==> src/rtl/alu_pkg.sv <==
// Shared types for the sequential ALU: opcode encoding, flag bit positions
// and the shift-sequencer state.
package alu_pkg;

    typedef enum logic [3:0] {
        OP_NOP = 4'b0000,
        OP_ADD = 4'b0001,
        OP_SUB = 4'b0010,
        OP_AND = 4'b0011,
        OP_ORR = 4'b0100,
        OP_NOR = 4'b0101,
        OP_XOR = 4'b0110,
        OP_RSH = 4'b0111,
        OP_LSH = 4'b1000,
        OP_LDI = 4'b1001,
        OP_ADI = 4'b1010,
        OP_RSN = 4'b1011,
        OP_LSN = 4'b1100,
        OP_CMP = 4'b1101
    } op_e;

    localparam int FLAG_Z = 0;
    localparam int FLAG_C = 1;
    localparam int FLAG_N = 2;
    localparam int FLAG_V = 3;

    typedef enum logic {
        ST_IDLE  = 1'b0,
        ST_SHIFT = 1'b1
    } state_e;

endpackage

==> src/rtl/alu_core.sv <==
// Combinational datapath for every single-cycle operation. Multi-bit shifts
// report a pass-through of a with C=0, which is the zero-distance result.
module alu_core
    import alu_pkg::*;
#(
    parameter int WIDTH = 4
) (
    input  op_e              op,
    input  logic [WIDTH-1:0] a,
    input  logic [WIDTH-1:0] b,
    output logic [WIDTH-1:0] res,
    output logic [3:0]       nzcv,
    output logic             upd_o,
    output logic             upd_f
);

    logic signed [WIDTH-1:0] sa;
    logic signed [WIDTH-1:0] sb;
    logic [WIDTH:0]          sum;
    logic [WIDTH:0]          diff;
    logic                    c;
    logic                    v;

    assign sa   = a;
    assign sb   = b;
    assign sum  = {1'b0, a} + {1'b0, b};
    assign diff = {1'b0, a} - {1'b0, b};

    always_comb begin
        res   = a;
        c     = 1'b0;
        v     = 1'b0;
        upd_o = 1'b1;
        upd_f = 1'b1;
        case (op)
            OP_ADD, OP_ADI: begin
                res = sum[WIDTH-1:0];
                c   = sum[WIDTH];
                v   = (sa[WIDTH-1] == sb[WIDTH-1]) && (sum[WIDTH-1] != sa[WIDTH-1]);
            end
            OP_SUB, OP_CMP: begin
                res   = diff[WIDTH-1:0];
                c     = diff[WIDTH];
                v     = (sa[WIDTH-1] != sb[WIDTH-1]) && (diff[WIDTH-1] != sa[WIDTH-1]);
                upd_o = (op != OP_CMP);
            end
            OP_AND: res = a & b;
            OP_ORR: res = a | b;
            OP_NOR: res = ~(a | b);
            OP_XOR: res = a ^ b;
            OP_LDI: res = b;
            OP_RSH: begin
                res = {1'b0, a[WIDTH-1:1]};
                c   = a[0];
            end
            OP_LSH: begin
                res = {a[WIDTH-2:0], 1'b0};
                c   = a[WIDTH-1];
            end
            OP_RSN, OP_LSN: res = a;
            default: begin
                upd_o = 1'b0;
                upd_f = 1'b0;
            end
        endcase
        nzcv         = 4'b0000;
        nzcv[FLAG_Z] = (res == '0);
        nzcv[FLAG_N] = res[WIDTH-1];
        nzcv[FLAG_C] = c;
        nzcv[FLAG_V] = v;
    end

endmodule

==> src/rtl/alu_seq.sv <==
// Sequential ALU: valid/ready handshake around alu_core, with a bit-serial
// sequencer for multi-bit shifts (one bit per cycle, ready low meanwhile).
module alu_seq
    import alu_pkg::*;
#(
    parameter int WIDTH   = 4,
    parameter int FLAGS_W = 8
) (
    input  logic               clk,
    input  logic               rst,
    input  logic               in_valid,
    output logic               in_ready,
    input  logic [3:0]         opcode,
    input  logic [WIDTH-1:0]   a,
    input  logic [WIDTH-1:0]   b,
    output logic [WIDTH-1:0]   o,
    output logic [FLAGS_W-1:0] flags,
    output logic               o_valid
);

    localparam int CNT_W = $clog2(WIDTH + 1);

    op_e              op_p0;
    logic [WIDTH-1:0] res_p0;
    logic [3:0]       nzcv_p0;
    logic             upd_o_p0;
    logic             upd_f_p0;
    logic             multi_p0;

    state_e           state;
    logic [CNT_W-1:0] cnt;
    logic [WIDTH-1:0] sh_data;
    logic             sh_left;
    logic [WIDTH-1:0] sh_next;
    logic             sh_out;

    // Distances beyond the operand width all give the same all-zero result.
    function automatic logic [CNT_W-1:0] clamp_dist(input logic [WIDTH-1:0] d);
        if (32'(d) >= 32'(WIDTH)) return CNT_W'(WIDTH);
        return CNT_W'(d);
    endfunction

    function automatic logic [FLAGS_W-1:0] pack_flags(input logic [WIDTH-1:0] r, input logic c);
        logic [FLAGS_W-1:0] f;
        f         = '0;
        f[FLAG_Z] = (r == '0);
        f[FLAG_N] = r[WIDTH-1];
        f[FLAG_C] = c;
        return f;
    endfunction

    assign op_p0    = op_e'(opcode);
    assign multi_p0 = ((op_p0 == OP_RSN) || (op_p0 == OP_LSN)) && (b != '0);
    assign in_ready = (state == ST_IDLE) && !rst;

    alu_core #(.WIDTH(WIDTH)) u_core (
        .op    (op_p0),
        .a     (a),
        .b     (b),
        .res   (res_p0),
        .nzcv  (nzcv_p0),
        .upd_o (upd_o_p0),
        .upd_f (upd_f_p0)
    );

    assign sh_next = sh_left ? {sh_data[WIDTH-2:0], 1'b0} : {1'b0, sh_data[WIDTH-1:1]};
    assign sh_out  = sh_left ? sh_data[WIDTH-1] : sh_data[0];

    // p0 -> registered outputs: single-cycle results land at the accept edge,
    // serial shifts land on the edge that moves the final bit.
    always_ff @(posedge clk or posedge rst) begin
        if (rst) begin
            state   <= ST_IDLE;
            cnt     <= '0;
            sh_data <= '0;
            sh_left <= 1'b0;
            o       <= '0;
            flags   <= '0;
            o_valid <= 1'b0;
        end else begin
            o_valid <= 1'b0;
            case (state)
                ST_IDLE: begin
                    if (in_valid) begin
                        if (multi_p0) begin
                            state   <= ST_SHIFT;
                            cnt     <= clamp_dist(b);
                            sh_data <= a;
                            sh_left <= (op_p0 == OP_LSN);
                        end else begin
                            if (upd_o_p0) o <= res_p0;
                            if (upd_f_p0) flags <= FLAGS_W'(nzcv_p0);
                            o_valid <= 1'b1;
                        end
                    end
                end
                ST_SHIFT: begin
                    sh_data <= sh_next;
                    cnt     <= cnt - 1'b1;
                    if (cnt == CNT_W'(1)) begin
                        state   <= ST_IDLE;
                        o       <= sh_next;
                        flags   <= pack_flags(sh_next, sh_out);
                        o_valid <= 1'b1;
                    end
                end
                default: state <= ST_IDLE;
            endcase
        end
    end

endmodule

==> config.mk <==
export PLATFORM = sky130hd
export DESIGN_NAME = alu_seq
export DESIGN_NICKNAME = d
export VERILOG_FILES = /design/src/rtl/alu_pkg.sv /design/src/rtl/alu_core.sv /design/src/rtl/alu_seq.sv
export SDC_FILE = /design/constraint.sdc
export NUM_CORES = 1
export LEC_CHECK = 0
export ABC_AREA = 1
export CAP_MARGIN = 25
export CORE_UTILIZATION = 25
export DETAILED_ROUTE_END_ITERATION = 7
export MAX_ROUTING_LAYER = met4
export SLEW_MARGIN = 5
export SYNTH_ARGS = -nofsm -noshare
export SYNTH_HDL_FRONTEND = slang
export SYNTH_SLANG_ARGS = --single-unit
==> constraint.sdc <==
create_clock -name clk -period 1.2 [get_ports clk]
set_input_delay 0.24 -clock clk [delete_from_list [all_inputs] [get_ports clk]]
set_output_delay 0.24 -clock clk [all_outputs]
set_load 0.01 [all_outputs]
==> impl_metrics.json <==
{
  "hpwl_um": 4475,
  "antenna_found_initial": 0,
  "final_common_cell": "nand2_1",
  "switching_power_w": 0.001725,
  "seq_area_frac_synth_pct": 25.30,
  "cts_sinks": 18,
  "async_flop_share_pct": 100.0,
  "via_per_inst": 4.502,
  "p_leak_nw": 1.472,
  "grt_pass1_wl_um": 9708,
  "drc": 0,
  "cts_made_buffers": 3,
  "clockPowerShare_pct": 10.1,
  "worst-path-buf-inv": 4,
  "insertion_delay_ns": 0.25,
  "netlist_instances": 271,
  "slowest_delay_ns": 0.34,
  "initial_core_util_pct": 26.06,
  "avgSynthCellArea_um2": 6.570,
  "drv_slew": 0,
  "vias": 2089,
  "area_delta_synth_final_pct": 72.73,
  "p_per_area_nw_per_um2": 1360,
  "path_class": "in2reg",
  "fin_cells": 464,
  "ant_nets": 0,
  "ir_worst_vdd_uv": 536.1,
  "postCtsHoldBufs": 0,
  "n_antenna_cell": 0,
  "ys_types": 33,
  "htree_levels": 1,
  "crit_chain": "buf_8 > buf_6 > inv_12 > ha_4 > inv_2 > fa_2 > nor2_2 > nor2_1 > nand2_1 > nand2_1 > nor2_1 > nand2_1 > o21ai_2 > nor2_1 > o21ba_1",
  "p_total_w": 0.004184,
  "synth_edf_count": 0,
  "clk_pin_slew_worst_paths_ns": 0.07,
  "first_pass_iters": 4,
  "place.gp.congestion": 0.9429,
  "coreArea_um2": 6832,
  "skew_ns": 0.001532,
  "synth_area_um2": 1780,
  "fmax_mhz": 630.0,
  "grt_pass1_vias": 2058,
  "clockBufferDepth": 2,
  "status": "complete, but fails checks",
  "wl_um": 5779,
  "period_share_pct": 132.3,
  "layout_common_cells": "68 x nand2_1, 63 x buf_4, 23 x nor2_1",
  "setup-tns-final_ns": -2.050,
  "end_kind": "flip-flop",
  "report.final.setup_viol": 10,
  "drive_gt1_share_pct": 47.28,
  "track_usage_pct": 16.94,
  "p_int_w": 0.002458,
  "die_w_um": 86.39,
  "drt_iter0_markers": 171,
  "ys.flop_type": "dfrtp_1",
  "cts_tree": "done",
  "io-pin-count": 29,
  "synth_warnings": 0,
  "layout_setup_ws_ns": -0.3873,
  "grt_max_degree": 19,
  "power_frac_seq_pct": 26.2,
  "startpoint_type": "input port",
  "nFillCells": 696,
  "io_buffers": 24,
  "r2r_slack_ns": -0.18,
  "rsz0062_at_grt": "yes",
  "crit_required_ns": 1.35,
  "cp_max_fo": 2,
  "die-area_um2": 7463,
  "combPwrFrac_pct": 63.7,
  "layout_min_cycle_time_ns": 1.587,
  "cp.arrival_ns": 1.73,
  "rows": 30,
  "hp-class": "in2async",
  "violations": "setup timing",
  "critPathTopFamily": "simple AND/OR/NAND/NOR gates",
  "grt_overflow": 0,
  "switching_share_pct": 41.24,
  "dp_cells": 443,
  "maxCapViolCount": 0,
  "wire_per_inst_um": 12.45,
  "nets": 401,
  "chipHeight_um": 86.39,
  "hold_viol": 0,
  "crit_path_top_delay_cell": "fa_2",
  "ys_seq_elements": 18,
  "whs_ns": 0.3297,
  "ctsRootBufferMaster": "clkbuf_8"
}
[power by group through the flow]
| stage | registers, W | clock network (W) | logic, W |
|---|---|---|---|
| final | 0.00110 | 0.000421 | 0.00267 |
| after floorplan | 0.00110 | 0 | 0.00110 |
| after global routing | 0.00113 | 0.000456 | 0.00292 |
| after CTS | 0.00108 | 0.000429 | 0.00241 |
| after detailed placement | 0.00108 | 0 | 0.00228 |
| after global placement | 0.00108 | 0 | 0.00224 |
[path summary, 6_finish.rpt]
check | cells past startpoint | from | endpoint
worst max-delay path | 15 | a[0] | o[2]$_DFFE_PP0P_
worst min-delay path | 3 | rst | cnt[2]$_DFFE_PP0P_
worst max register to register | 9 | cnt[1]$_DFFE_PP0P_ | flags[0]$_DFFE_PP0P_
worst min register to register | 2 | flags[3]$_DFFE_PP0P_ | flags[3]$_DFFE_PP0P_
max in group asynchronous | 3 | rst | state$_DFF_PP0_
min in group clk | 4 | a[2] | sh_data[2]$_DFFE_PP0P_
[per-stage QoR]
stage	worst slack, ns	instance area (µm²)	util [%]
after CTS	-0.3397	2924	42.80
after floorplan	-0.4127	1898	-
after global routing	-0.4959	3075	45.02
after detailed placement	-1.129	2645	38.72
final	-0.3873	3075	45.02
after global placement	-1.094	2645	38.72
[cell type report]
cell class | instances | area [µm²] | area share [%]
multi-input combinational | 212 | 1453 | 47.23
clock buffer | 3 | 41.29 | 1.343
tap | 96 | 120.1 | 3.906
inverter | 38 | 180.2 | 5.858
timing repair buffer | 97 | 829.5 | 26.97
sequential | 18 | 451.7 | 14.69
[metal layers]
metal / part of all wire, % / routed length, µm / up-vias / GRT usage [%]
met1: 46 / 2664 / 964 / 23.47
met4: 1.5 / 85 / 0 / 3.939
met3: 4.9 / 285 / 8 / 2.286
li1: - / - / 1064 / -
met2: 47 / 2743 / 53 / 26.19
met5: 0 / 0 / - / -
[flip-flops by register name, summed over array words and instances, names as in the netlist]
signal / cells
cnt: 3
o: 4
flags: 4
o_valid: 1
sh_left: 1
state: 1
sh_data: 4
[worst min-delay path, cell delays in order]
cell	delay [ns]
clkdlybuf4s50_1	0.41
inv_1	0.06
buf_4	0.24
[synthesized netlist by cell type (all sizes together), types with 2 or more instances]
cell type	number	area share, %
nand2	81	17
nor2	41	10
inv	38	8.0
nand3	20	5.9
dfrtp	18	25
o21ai	18	5.7
ha	14	9.8
a21oi	11	3.9
buf	5	2.0
o211ai	4	1.7
o221ai	4	2.0
a31oi	3	1.1
fa	2	2.2
nand4	2	0.70
xor2	2	0.98
[cell families after synthesis]
family	synth area share (%)
compound gates	15.88
simple gates	35.35
flops	25.30
other cells	0.2106
fa+ha+maj	12.09
xor+xnor	0.9840
buf+inv	10.19
[timing repair]
item                                    in CTS  in global routing
buffers inserted                            12                  6
gates resized for setup                    132                 31
pin swaps                                   36                 24
endpoints found under the setup margin      28                 18
Power figures use the tool's default switching activity.
==> edit: new RTL, config.mk and constraints unchanged <==
Register the output `flags` once more, cleared by the reset; this adds one clock of latency there. The other outputs are not delayed to match.
--- a/src/rtl/alu_seq.sv
+++ b/src/rtl/alu_seq.sv
@@ -20,4 +20,6 @@
 
     localparam int CNT_W = $clog2(WIDTH + 1);
+
+    logic [FLAGS_W-1:0] flags_s0;
 
     op_e              op_p0;
@@ -76,5 +78,5 @@
             sh_left <= 1'b0;
             o       <= '0;
-            flags   <= '0;
+            flags_s0 <= '0;
             o_valid <= 1'b0;
         end else begin
@@ -90,5 +92,5 @@
                         end else begin
                             if (upd_o_p0) o <= res_p0;
-                            if (upd_f_p0) flags <= FLAGS_W'(nzcv_p0);
+                            if (upd_f_p0) flags_s0 <= FLAGS_W'(nzcv_p0);
                             o_valid <= 1'b1;
                         end
@@ -101,5 +103,5 @@
                         state   <= ST_IDLE;
                         o       <= sh_next;
-                        flags   <= pack_flags(sh_next, sh_out);
+                        flags_s0 <= pack_flags(sh_next, sh_out);
                         o_valid <= 1'b1;
                     end
@@ -110,4 +112,12 @@
     end
 
+    always_ff @(posedge clk or posedge rst) begin
+        if (rst) begin
+            flags <= '0;
+        end else begin
+            flags <= flags_s0;
+        end
+    end
+
 endmodule
 
Check against the original RTL: not equivalent (Yosys sat finds a counterexample within 4 cycles, from zero or initial values and one cycle with rst high).
==> edit against the original RTL <==
The run still ends with setup timing left; sequential share of layout area up 2.5 points; design area up 4.2%; wire length up 3.5%; total power grew 12%; first-iteration DRC count decreased by 49%; setup slack improved by 0.049 ns; count of clock-buffer cells in the layout did not move; maximum frequency up 3.2%; utilization is 1.1 points lower; synthesized area is 6.0% higher; sequential cell count is 4 higher; critical endpoint is now flags_s0[1].
==> edit: results (changes against the original RTL) <==
Status
  – Outcome: finished, violations left
  – Failing checks: setup timing

GRT
  – Pin count of the biggest net entering global routing: 23 (+4)
  – GR met1 Demand/Resource: 0.1874 (-0.04738)
  – GR Util All Layers: 0.1615 (-0.007909)
  – Met3 Use GR: 0.01570 (-0.007160)
  – Number of global-route vias before repair: 2044 (-0.68%)

Routing
  – WL final: 5982 um (+3.5%)
  – Post-Route M1 WL: 2619 um (-1.7%)
  – Vias/cell: 4.626 (+2.7%)
  – 1st-iter DRT viols: 87 (-49%)
  – DR WL/cell: 12.73 um (+2.2%)
  – Met2 routed WL: 3021 um (+10%)

STA
  – Hold Slack: 0.3200 ns (-0.009746 ns)
  – Setup total negative slack: -2.052 ns (-0.002670 ns)
  – Final Skew: 0.003537 ns (+0.002005 ns)
  – Final setup violation count: 10 (unchanged)
  – Final Worst Setup Slack: -0.3379 ns (+0.04939 ns)

Yosys
  – Post-synthesis compound-gate area fraction: 0.1213 (-0.03755)
  – Post-Syn Area per Cell: 6.941 um2 (+5.7%)
  – Commonest cells post-synth: 80 x nand2_1, 29 x nor2_1, 28 x inv_1
  – Main area contributors after synthesis: dfrtp_1 29%, nand2_1 16%, ha_1 9.3%
  – Sequential cell area fraction in the yosys report: 0.2916 (+0.03860)
  – XOR/XNOR share of the synthesized area: 0.01856 (+0.008717)

Final layout
  – Filler Cell Count: 761 (+9.3%)
  – Buffer share of cell area: 0.2576 (-0.01212)
  – Share of cells above drive strength 1: 0.4690 (-0.003823)
  – Multi-In Gates: 213 (+0.47%)
  – Layout area overhead: 69.78%
  – Number of non-clock inverters in the layout: 33 (-13%)
  – Register area: 551.8 um2 (+22%)
  – # nets final: 403 (+0.50%)

Pwr
  – Leak: 1.549 nW (+5.2%)
  – Worst IR drop on VDD: 572.3 uV (+6.7%)

Critical path
  – CP Max Fanout: 3 (+1)
  – Worst Setup EP: flags_s0[1]
  – R2r startpoint: cnt[0]
  – R2R Setup Slk: -0.23 ns (-0.05 ns)
  – Reg2reg end: flags_s0[0]

Die
  – N_taps: 99 (+3.1%)

Clocking
  – Clock Sink Count: 22 (+4)

Place
  – Detailed placement HPWL: 4475 um (about the same)
  – Cell area after placement: 2701 um2 (+2.1%)
  – Pre-CTS setup slack: -1.114 ns (+0.01523 ns)
[edit: cell count changes in the layout (fill, tap and decap cells not counted), sizes merged, moves of 2 or more]
cell / change
dfrtp: +4
clkdlybuf4s15: +2
o221ai: -2
nor2: -5
nand2: +7
nand3: +2
nor3: +2
inv: -6
o21ai: -6
[edit: worst max-delay path, stage by stage]
cell and delay (ns):
buf_12 0.12, inv_12 0.04, ha_4 0.12, inv_2 0.04, fa_2 0.39, buf_4 0.15, a21oi_2 0.12, nor2_1 0.06
nor3_2 0.16, nor3_2 0.07, o21ai_1 0.12, nand2_1 0.06, nand2_1 0.06
[edit: power by group]
part           internal, mW  switching (mW)
Clock                 0.446           0.254
Sequential             1.06           0.192
Combinational          1.38            1.36
[edit: what timing repair did]
item / CTS / global route
gates cloned: 0 / 0
pin swaps: 37 / 25
gates resized for setup: 119 / 42
setup endpoints to repair: 28 / 21
buffers inserted: 7 / 12
